==> config.mk <==
export PLATFORM = sky130hd
export DESIGN_NAME = nibble_add_arbiter
export DESIGN_NICKNAME = d
export VERILOG_FILES = /design/src/rtl/nibble_add_arbiter_pkg.sv /design/src/rtl/nibble_add_arbiter_add_unit.sv /design/src/rtl/nibble_add_arbiter.sv
export SDC_FILE = /design/constraint.sdc
export NUM_CORES = 1
export LEC_CHECK = 0
export BUFFER_PORTS_ARGS = -buffer_cell sky130_fd_sc_hd__buf_4
export CAP_MARGIN = 30
export CORE_ASPECT_RATIO = 1.25
export CORE_UTILIZATION = 29
export CTS_CLUSTER_DIAMETER = 100
export DETAILED_ROUTE_END_ITERATION = 10
export PLACE_DENSITY = 0.58
export SYNTH_ARGS = -nofsm -noshare
export SYNTH_HDL_FRONTEND = slang
export SYNTH_HIERARCHICAL = 1
export SYNTH_SLANG_ARGS = --single-unit
==> constraint.sdc <==
create_clock -name clk -period 3.5 [get_ports clk]
set_input_delay 0.7 -clock clk [delete_from_list [all_inputs] [get_ports clk]]
set_output_delay 0.7 -clock clk [all_outputs]
set_load 0.01 [all_outputs]
==> src/rtl/nibble_add_arbiter_pkg.sv <==
// Shared definitions for the nibble adder arbiter: controller state encoding
// and datapath widths.
package nibble_add_arbiter_pkg;

   typedef enum logic [1:0] {
      IDLE = 2'd0,
      LO   = 2'd1,
      HI   = 2'd2,
      DONE = 2'd3
   } state_t;

   localparam int NIB_W  = 4;
   localparam int SUM_W  = 5;
   localparam int FULL_W = 9;

endpackage

==> src/rtl/nibble_add_arbiter_add_unit.sv <==
// Shared nibble adder: adds either the lower (ctrl=0) or upper (ctrl=1)
// nibbles of two bytes, keeping the carry in the 5-bit result.
module nibble_add_unit
   import nibble_add_arbiter_pkg::*;
(
   input  logic [7:0]       a,
   input  logic [7:0]       b,
   input  logic             ctrl,
   output logic [SUM_W-1:0] q
);

   logic [NIB_W-1:0] nib_a;
   logic [NIB_W-1:0] nib_b;

   always_comb begin
      nib_a = ctrl ? a[7:4] : a[3:0];
      nib_b = ctrl ? b[7:4] : b[3:0];
      q     = {1'b0, nib_a} + {1'b0, nib_b};
   end

endmodule

==> src/rtl/nibble_add_arbiter.sv <==
// Two-requester front end that time-shares one nibble adder: arbitrates,
// sums low then high nibble, and returns the tagged result on a valid/ready port.
module nibble_add_arbiter
   import nibble_add_arbiter_pkg::*;
#(
   parameter bit RR_EN = 1'b1,
   parameter int CNT_W = 8
) (
   input  logic              clk,
   input  logic              rst_n,
   input  logic              req0_valid,
   output logic              req0_ready,
   input  logic [7:0]        req0_a,
   input  logic [7:0]        req0_b,
   input  logic              req1_valid,
   output logic              req1_ready,
   input  logic [7:0]        req1_a,
   input  logic [7:0]        req1_b,
   output logic              rsp_valid,
   input  logic              rsp_ready,
   output logic              rsp_id,
   output logic [SUM_W-1:0]  rsp_lo,
   output logic [SUM_W-1:0]  rsp_hi,
   output logic [FULL_W-1:0] rsp_full,
   output logic              busy,
   output logic [CNT_W-1:0]  op_count
);

   localparam logic [CNT_W-1:0] CNT_ONE = CNT_W'(1);
   localparam logic [CNT_W-1:0] CNT_MAX = {CNT_W{1'b1}};

   state_t           state;
   state_t           state_next;
   logic             last_grant;
   logic             grant;
   logic             accept;
   logic [7:0]       op_a;
   logic [7:0]       op_b;
   logic [SUM_W-1:0] sum;

   nibble_add_unit u_add (
      .a    (op_a),
      .b    (op_b),
      .ctrl (state == HI),
      .q    (sum)
   );

   // The grant only matters when a requester is valid; readies are held low in reset.
   always_comb begin
      grant = 1'b0;
      if (req0_valid && req1_valid) begin
         grant = RR_EN ? ~last_grant : 1'b0;
      end else if (req1_valid) begin
         grant = 1'b1;
      end
      req0_ready = rst_n && (state == IDLE) && req0_valid && !grant;
      req1_ready = rst_n && (state == IDLE) && req1_valid && grant;
      accept     = req0_ready || req1_ready;
   end

   always_comb begin
      state_next = state;
      unique case (state)
         IDLE: if (accept) state_next = LO;
         LO:   state_next = HI;
         HI:   state_next = DONE;
         DONE: if (rsp_ready) state_next = IDLE;
         default: state_next = IDLE;
      endcase
   end

   assign busy      = (state != IDLE);
   assign rsp_valid = (state == DONE);

   always_ff @(posedge clk or negedge rst_n) begin
      if (!rst_n) begin
         state      <= IDLE;
         last_grant <= 1'b1;
         op_a       <= '0;
         op_b       <= '0;
         rsp_id     <= 1'b0;
         rsp_lo     <= '0;
         rsp_hi     <= '0;
         rsp_full   <= '0;
         op_count   <= '0;
      end else begin
         state <= state_next;
         if (accept) begin
            op_a       <= grant ? req1_a : req0_a;
            op_b       <= grant ? req1_b : req0_b;
            rsp_id     <= grant;
            last_grant <= grant;
         end
         if (state == LO) begin
            rsp_lo <= sum;
         end
         // The high nibble sum carries weight 16 relative to the low one.
         if (state == HI) begin
            rsp_hi   <= sum;
            rsp_full <= {sum, 4'b0000} + {4'b0000, rsp_lo};
         end
         if ((state == DONE) && rsp_ready && (op_count != CNT_MAX)) begin
            op_count <= op_count + CNT_ONE;
         end
      end
   end

endmodule
==> metrics.txt, run 1 <==
# TYPE chip_impl_metric gauge
chip_impl_info{name="worstReg2RegEnd",value="rsp_full[8]$_DFFE_PN0P_"} 1
chip_impl_metric{name="grt_antenna_before_repair",unit=""} 0
chip_impl_metric{name="total_negative_slack_for_setup_checks",unit="ps"} 0
chip_impl_info{name="cts_tree",value="yes"} 1
chip_impl_metric{name="grt_pass1_wl",unit="um"} 8510
chip_impl_info{name="critical_path.endpoint_type",value="flip-flop"} 1
chip_impl_metric{name="yosysTopAreaCellShare",unit="%"} 48.0
chip_impl_metric{name="syn_inst",unit=""} 207
chip_impl_metric{name="report.final.hold_viol_count",unit=""} 0
chip_impl_metric{name="vdd_drop_max",unit="mV"} 0.348
chip_impl_metric{name="post_cts_hold_buffer_count",unit=""} 0
chip_impl_info{name="most_area_hungry_cell_type_in_the_yosys_netlist",value="dfrtp_1"} 1
chip_impl_metric{name="postSynth.asyncResetShare",unit="%"} 100
chip_impl_metric{name="grt.total_usage",unit="%"} 12.4
chip_impl_metric{name="final_cell_count_no_fill",unit=""} 374
chip_impl_metric{name="standard_cell_area_after_detailed_placement",unit="um2"} 2990
chip_impl_metric{name="drc_errors",unit=""} 0
chip_impl_metric{name="fp.dieW",unit="um"} 83.3
chip_impl_metric{name="finalCritPeriodShare",unit="%"} 85.7
chip_impl_info{name="clockRootBuffer",value="clkbuf_8"} 1
chip_impl_metric{name="synth_sequential_area_ratio",unit="%"} 49.1
chip_impl_metric{name="max-cap-violations",unit=""} 0
chip_impl_info{name="worstHoldPathType",value="in -> async"} 1
chip_impl_metric{name="clkSinkCount",unit=""} 47
chip_impl_metric{name="synth-edff-count",unit=""} 0
chip_impl_metric{name="ys_types",unit=""} 35
chip_impl_info{name="post_synth_main_area_contributors",value="dfrtp_1 48%, mux2_2 11%, mux2i_1 7.5%, ha_1 6.3%, nand2_1 3.6%"} 1
chip_impl_metric{name="synth.net_count",unit=""} 257
chip_impl_metric{name="die_area",unit="um2"} 8630
chip_impl_info{name="crit-reg2reg-launch",value="state[0]$_DFFE_PN0P_"} 1
chip_impl_metric{name="initial_core_util",unit="%"} 30.4
chip_impl_metric{name="detail_route.iter0.violations",unit=""} 75
chip_impl_metric{name="finished_core_util",unit="%"} 39.4
chip_impl_metric{name="timing.critical_path.fanout_max",unit=""} 14
chip_impl_metric{name="headroom_to_the_max_slew_limit",unit="%"} 56.6
chip_impl_metric{name="dpl.cell_count",unit=""} 366
chip_impl_metric{name="worst-slew-pin-transition",unit="ps"} 652
chip_impl_metric{name="port_buffers",unit=""} 68
chip_impl_metric{name="design.portCount",unit=""} 69
chip_impl_metric{name="multiInputGateArea",unit="um2"} 1120
chip_impl_metric{name="post_drt_via_cell_ratio",unit=""} 4.57
chip_impl_metric{name="finalCriticalPeriod",unit="ps"} 3000
chip_impl_metric{name="vias",unit=""} 1708
chip_impl_metric{name="drt_pass1_iterations",unit=""} 4
chip_impl_metric{name="worst_clock_skew",unit="ps"} 6.22
chip_impl_metric{name="number_of_buffers_created_by_cts",unit=""} 5
chip_impl_metric{name="layout.cell_area.non_filler",unit="um2"} 3110
chip_impl_metric{name="dieHeight",unit="um"} 104
chip_impl_info{name="run_status",value="completed"} 1
chip_impl_info{name="critical_path_class",value="reg -> reg"} 1
chip_impl_metric{name="routed_wirelength",unit="um"} 4900
chip_impl_metric{name="drt.antenna.violating_nets",unit=""} 0
chip_impl_metric{name="clock_tree.htree_level_count",unit=""} 2
chip_impl_metric{name="post_route_cells_drive_above_1_share",unit="%"} 40.5
chip_impl_metric{name="rr_worst_depth",unit=""} 11
chip_impl_info{name="grt_setup_unrepaired",value="no"} 1
chip_impl_metric{name="crit_path_max_incr_delay",unit="ps"} 590
chip_impl_metric{name="layout.area.seq",unit="um2"} 1180
chip_impl_metric{name="fillers",unit=""} 764
chip_impl_metric{name="timing.fmax",unit="GHz"} 0.333
chip_impl_metric{name="p_per_area",unit="nW/um2"} 893
chip_impl_metric{name="fin_nets",unit=""} 328
chip_impl_metric{name="cp_num_buf_inv",unit=""} 3
chip_impl_metric{name="core_area",unit="um2"} 7880
chip_impl_metric{name="post_cts.repair.setup_buffers",unit=""} 0
chip_impl_metric{name="gr-total-overflow",unit=""} 0
chip_impl_metric{name="syn-cell-area",unit="um2"} 2400
chip_impl_info{name="synth_top_flop_cell",value="dfrtp_1"} 1
chip_impl_metric{name="clkTransAtPathRegs",unit="ps"} 90
chip_impl_metric{name="signed_area_change_from_the_synthesized_netlist_to_the_final_layout",unit="%"} 29.8
chip_impl_metric{name="timing_max_transition_violations_final",unit=""} 0
chip_impl_metric{name="regToRegSetupSlack",unit="ps"} 500
chip_impl_metric{name="detailed_place_hpwl",unit="um"} 3700
chip_impl_metric{name="row_count",unit=""} 36
chip_impl_metric{name="grt_max_degree",unit=""} 39
chip_impl_metric{name="worst_endpoint_data_arrival_time",unit="ps"} 3230
chip_impl_metric{name="place.gp.congestion",unit=""} 0.748
chip_impl_metric{name="antenna_cells",unit=""} 0
chip_impl_metric{name="insertion_delay",unit="ps"} 300
chip_impl_info{name="slowest_stage",value="ha_1"} 1
chip_impl_info{name="critical_path.top_delay_family",value="adder cells"} 1
chip_impl_metric{name="synthesis.area_per_instance",unit="um2"} 11.6
chip_impl_metric{name="leakagePower",unit="uW"} 0.00153
chip_impl_metric{name="synth.yosys.warnings",unit=""} 6
chip_impl_info{name="crit_chain",value="inv_1 -> ha_1 -> mux2_2 -> ha_1 -> inv_1 -> fa_1 -> inv_1 -> ha_1 -> nand3_1 -> xor2_1 -> a21oi_1"} 1
chip_impl_metric{name="finalSetupViolCount",unit=""} 0
chip_impl_metric{name="route.detailed.wl_per_inst",unit="um"} 13.1
chip_impl_metric{name="synth.ff_latch_count",unit=""} 47
chip_impl_metric{name="clock_tree_buf_depth",unit=""} 2
chip_impl_info{name="critical_path.startpoint_type",value="flip-flop"} 1
chip_impl_metric{name="power_total",unit="uW"} 2780
chip_impl_metric{name="post_cts_resized",unit=""} 0
chip_impl_metric{name="grt_pass1_vias",unit=""} 1751
chip_impl_metric{name="worst_ep_required",unit="ps"} 3730
-- layout make-up --
cell class | instances | area share, %
flip-flops and latches | 47 | 37.9
multi-input cells | 144 | 36.2
repair buffers | 72 | 17.4
well taps | 95 | 3.82
clock buffers | 6 | 2.66
clock inverters | 2 | 1.13
inverters | 8 | 0.966
-- where the power goes --
group | leakage (uW) | switching [uW] | internal, uW
Combinational | 0.000889 | 682 | 721
Clock | 0.0000612 | 184 | 231
Sequential | 0.000581 | 161 | 798
-- logic make-up after synthesis --
kind of cell	Yosys count	synth area share, %
AO/OA/AOI/OAI	32	7.83
adder cells (fa/ha/maj)	13	7.10
AND/OR/NAND/NOR	47	9.30
XOR/XNOR	9	3.29
flip-flops	47	49.1
buffers and inverters	16	3.92
multiplexers	43	19.4
-- sequential cells by signal, summed over array words and instances (netlist names) --
signal,cells
rsp_id,1
rsp_hi,5
state,2
rsp_lo,5
op_count,8
last_grant,1
rsp_full,9
op_b,8
op_a,8
-- synthesized netlist by cell type (5+ instances only) --
cell type / number
a21oi_1: 5
dfrtp_1: 46
ha_1: 12
inv_1: 8
mux2_2: 24
mux2i_1: 18
nand2_1: 23
nand3_1: 6
nor2_1: 7
o21ai_0: 12
o21ai_1: 8
xnor2_1: 5
-- per-layer routing --
metal  vias up  global-route usage [%]  part of all wire (%)  wire length, um
met5         -                       0                     0                0
met4         0                    5.54                   2.0               97
met3         7                    2.47                   4.6              224
met2        41                    21.0                    50             2470
met1       805                    15.0                    43             2100
li1        855                       -                     -                -
-- cell usage in the layout, fill, tap and decap left out, drive strengths merged, types with 2 or more instances in the layout --
cell type  Yosys  final
buf            5     72
dfrtp         46     46
mux2          25     25
nand2         23     23
o21ai         21     21
mux2i         18     18
ha            12     12
inv            8      8
nor2           7      7
nand3          6      6
clkbuf         3      6
a21oi          6      6
xnor2          5      5
xor2           4      4
or2            3      3
nor2b          2      2
a21o           2      2
nand4          2      2
nor3           2      2
-- per-stage QoR --
step | hold WS, ps | setup WS, ps
floorplan | 404 | 1030
global placement | 467 | 638
detailed placement | 470 | 485
CTS | 218 | 472
global route | 212 | 241
finish | 227 | 499
-- worst max-delay path by stage --
stage,slack (ps),end,cells past startpoint,startpoint
floorplan,1030,rsp_full[8]$_DFFE_PN0P_,12,state[0]$_DFFE_PN0P_
global placement,640,rsp_full[8]$_DFFE_PN0P_,11,state[0]$_DFFE_PN0P_
detailed placement,490,rsp_full[8]$_DFFE_PN0P_,11,state[0]$_DFFE_PN0P_
CTS,470,rsp_full[8]$_DFFE_PN0P_,11,state[0]$_DFFE_PN0P_
global route,240,rsp_full[8]$_DFFE_PN0P_,11,state[0]$_DFFE_PN0P_
finish,500,rsp_full[8]$_DFFE_PN0P_,11,state[0]$_DFFE_PN0P_
No activity file was read; power rests on OpenSTA's default activity.
==> run 2: changes to the inputs <==
--- a/config.mk
+++ b/config.mk
@@ -11,6 +11,7 @@
 export CORE_UTILIZATION = 29
 export CTS_CLUSTER_DIAMETER = 100
 export DETAILED_ROUTE_END_ITERATION = 10
+export MAX_ROUTING_LAYER = met4
 export PLACE_DENSITY = 0.58
 export SYNTH_ARGS = -nofsm -noshare
 export SYNTH_HDL_FRONTEND = slang
==> run 2 against run 1 <==
Via count did not move. Clock-buffer cell count did not move. Non-clock buffer count did not move. Worst hold slack improved by 1.7 ps. Highest routed layer unchanged. Cell count did not move. Power barely moved. Sequential share of layout area did not move. First-iteration DRC count fell by 17%. Sequential power barely moved.
==> metrics.txt, run 2 (synthesized netlist as in run 1, its figures left out) <==
# TYPE chip_impl_metric gauge
chip_impl_info{name="run_status",value="completed"} 1
chip_impl_metric{name="core_area",unit="um2"} 7880
chip_impl_metric{name="grt.total_usage",unit="%"} 12.7
chip_impl_metric{name="drc_errors",unit=""} 0
chip_impl_info{name="critical_path.top_delay_family",value="adder cells"} 1
chip_impl_metric{name="grt_pass1_vias",unit=""} 1749
chip_impl_info{name="layout.cells.most_common",value="buf_4"} 1
chip_impl_metric{name="row_count",unit=""} 36
chip_impl_info{name="grt_setup_unrepaired",value="no"} 1
chip_impl_metric{name="clockPowerShare",unit="%"} 14.9
chip_impl_metric{name="fillers",unit=""} 764
chip_impl_metric{name="leakagePower",unit="uW"} 0.00153
chip_impl_info{name="critical_path_class",value="reg -> reg"} 1
chip_impl_metric{name="post_route_cells_drive_above_1_share",unit="%"} 40.5
chip_impl_metric{name="post_cts_resized",unit=""} 0
chip_impl_metric{name="clkTransAtPathRegs",unit="ps"} 90
chip_impl_info{name="critical_path.startpoint_type",value="flip-flop"} 1
chip_impl_metric{name="drt_pass1_iterations",unit=""} 4
chip_impl_info{name="critical_path.endpoint_type",value="flip-flop"} 1
chip_impl_metric{name="grt_max_degree",unit=""} 39
chip_impl_metric{name="finished_core_util",unit="%"} 39.4
chip_impl_metric{name="power.share.switching",unit="%"} 37.0
chip_impl_metric{name="number_of_buffers_created_by_cts",unit=""} 5
chip_impl_info{name="mostFrequentLayoutCells",value="72 x buf_4, 46 x dfrtp_1, 24 x mux2_2, 23 x nand2_1, 18 x mux2i_1"} 1
chip_impl_metric{name="post_cts_hold_buffer_count",unit=""} 0
chip_impl_metric{name="drt.antenna.violating_nets",unit=""} 0
chip_impl_metric{name="routed_wirelength",unit="um"} 4880
chip_impl_metric{name="initial_core_util",unit="%"} 30.4
chip_impl_metric{name="timing_max_transition_violations_final",unit=""} 0
chip_impl_metric{name="headroom_to_the_max_slew_limit",unit="%"} 56.6
chip_impl_metric{name="insertion_delay",unit="ps"} 300
chip_impl_metric{name="clock_tree.htree_level_count",unit=""} 2
chip_impl_metric{name="vdd_drop_max",unit="mV"} 0.348
chip_impl_metric{name="design.portCount",unit=""} 69
chip_impl_metric{name="cell_internal_pwr",unit="uW"} 1750
chip_impl_metric{name="dieHeight",unit="um"} 104
chip_impl_info{name="top_register",value="rsp_full"} 1
chip_impl_info{name="cts_tree",value="yes"} 1
chip_impl_metric{name="worst-slew-pin-transition",unit="ps"} 651
chip_impl_metric{name="port_buffers",unit=""} 68
chip_impl_metric{name="max-cap-violations",unit=""} 0
chip_impl_metric{name="route.detailed.wl_per_inst",unit="um"} 13.1
chip_impl_metric{name="p_per_area",unit="nW/um2"} 893
chip_impl_metric{name="drt-met1-wl",unit="um"} 2090
chip_impl_info{name="worstHoldPathType",value="in -> async"} 1
chip_impl_metric{name="worst_ep_required",unit="ps"} 3730
chip_impl_metric{name="worst_clock_skew",unit="ps"} 6.36
chip_impl_metric{name="power.sequential.fraction",unit="%"} 34.5
chip_impl_metric{name="gr-total-overflow",unit=""} 0
chip_impl_metric{name="post_cts.repair.setup_buffers",unit=""} 0
chip_impl_metric{name="die_area",unit="um2"} 8630
chip_impl_info{name="crit_chain",value="inv_1 -> ha_1 -> mux2_2 -> ha_1 -> inv_1 -> fa_1 -> inv_1 -> ha_1 -> nand3_1 -> xor2_1 -> a21oi_1"} 1
chip_impl_metric{name="hold-worst-slack",unit="ps"} 229
chip_impl_metric{name="clock_tree_buf_depth",unit=""} 2
chip_impl_metric{name="cp_num_buf_inv",unit=""} 3
chip_impl_metric{name="grt_antenna_before_repair",unit=""} 0
chip_impl_metric{name="fp.dieW",unit="um"} 83.3
chip_impl_metric{name="clkSinkCount",unit=""} 47
chip_impl_metric{name="total_negative_slack_for_setup_checks",unit="ps"} 0
chip_impl_metric{name="wl_met3",unit="um"} 218
chip_impl_metric{name="fin_nets",unit=""} 328
chip_impl_metric{name="timing.fmax",unit="GHz"} 0.332
chip_impl_metric{name="largest_register_ffs",unit=""} 9
chip_impl_metric{name="detailed_place_hpwl",unit="um"} 3700
chip_impl_metric{name="finalSetupViolCount",unit=""} 0
chip_impl_metric{name="crit_path_max_incr_delay",unit="ps"} 590
chip_impl_metric{name="signed_area_change_from_the_synthesized_netlist_to_the_final_layout",unit="%"} 29.8
chip_impl_metric{name="report.final.hold_viol_count",unit=""} 0
chip_impl_metric{name="finalCritPeriodShare",unit="%"} 86.0
chip_impl_info{name="slowest_stage",value="ha_1"} 1
chip_impl_metric{name="power_frac_comb",unit="%"} 50.5
chip_impl_metric{name="post_drt_via_cell_ratio",unit=""} 4.57
chip_impl_metric{name="wl_met2",unit="um"} 2480
chip_impl_metric{name="worst_endpoint_data_arrival_time",unit="ps"} 3240
chip_impl_metric{name="antenna_cells",unit=""} 0
chip_impl_metric{name="place.gp.congestion",unit=""} 0.757
chip_impl_metric{name="vias",unit=""} 1708
chip_impl_info{name="highest-signal-layer",value="met4"} 1
chip_impl_metric{name="grt_pass1_wl",unit="um"} 8520
chip_impl_metric{name="timing.critical_path.fanout_max",unit=""} 14
chip_impl_metric{name="detail_route.iter0.violations",unit=""} 62
chip_impl_info{name="clockRootBuffer",value="clkbuf_8"} 1
chip_impl_metric{name="finalCriticalPeriod",unit="ps"} 3010
chip_impl_metric{name="netSwitchingPower",unit="uW"} 1030
-- run 2: cell counts in the layout (fill, tap and decap cells not counted) --
Identical to the previous run, type by type.
-- run 2: final timing paths --
check / depth (start not counted) / slack [ps] / startpoint / end
worst min register to register: 2 / 480 / op_b[2]$_DFFE_PN0P_ / op_b[2]$_DFFE_PN0P_
worst max register to register: 11 / 490 / state[0]$_DFFE_PN0P_ / rsp_full[8]$_DFFE_PN0P_
min in group clk: 2 / 480 / op_b[2]$_DFFE_PN0P_ / op_b[2]$_DFFE_PN0P_
worst min-delay path: 1 / 230 / rst_n / op_count[1]$_DFFE_PN0P_
max in group asynchronous: 2 / 2550 / rst_n / op_b[0]$_DFFE_PN0P_
worst max-delay path: 11 / 490 / state[0]$_DFFE_PN0P_ / rsp_full[8]$_DFFE_PN0P_
-- run 2: metal layers --
layer / vias up / track usage [%]
met1: 806 / 14.9
met2: 39 / 21.1
met5: - / -
met4: 0 / 5.54
li1: 856 / -
met3: 7 / 2.47
-- run 2: stage by stage --
stage	power [uW]	setup slack, ps	instance area, um2	std cells
after CTS	2830	472	3110	374
after floorplan	1910	1030	2400	207
after global placement	2370	638	2990	366
after detailed placement	2400	485	2990	366
after global routing	3040	240	3110	374
final	2780	492	3110	374
-- run 2: layout make-up --
class / instances / area (um2) / share of cell area (%)
clock buffer: 6 / 82.6 / 2.66
clock inverter: 2 / 35.0 / 1.13
inverter: 8 / 30.0 / 0.966
multi-input combinational: 144 / 1120 / 36.2
sequential: 47 / 1180 / 37.9
tap: 95 / 119 / 3.82
timing repair buffer: 72 / 541 / 17.4
-- run 2: power by group through the flow --
stage | clock network [uW] | registers [uW] | logic, uW
after floorplan | 0 | 998 | 910
after global placement | 0 | 976 | 1390
after detailed placement | 0 | 975 | 1420
after CTS | 427 | 965 | 1430
after global routing | 456 | 995 | 1590
final | 414 | 960 | 1400
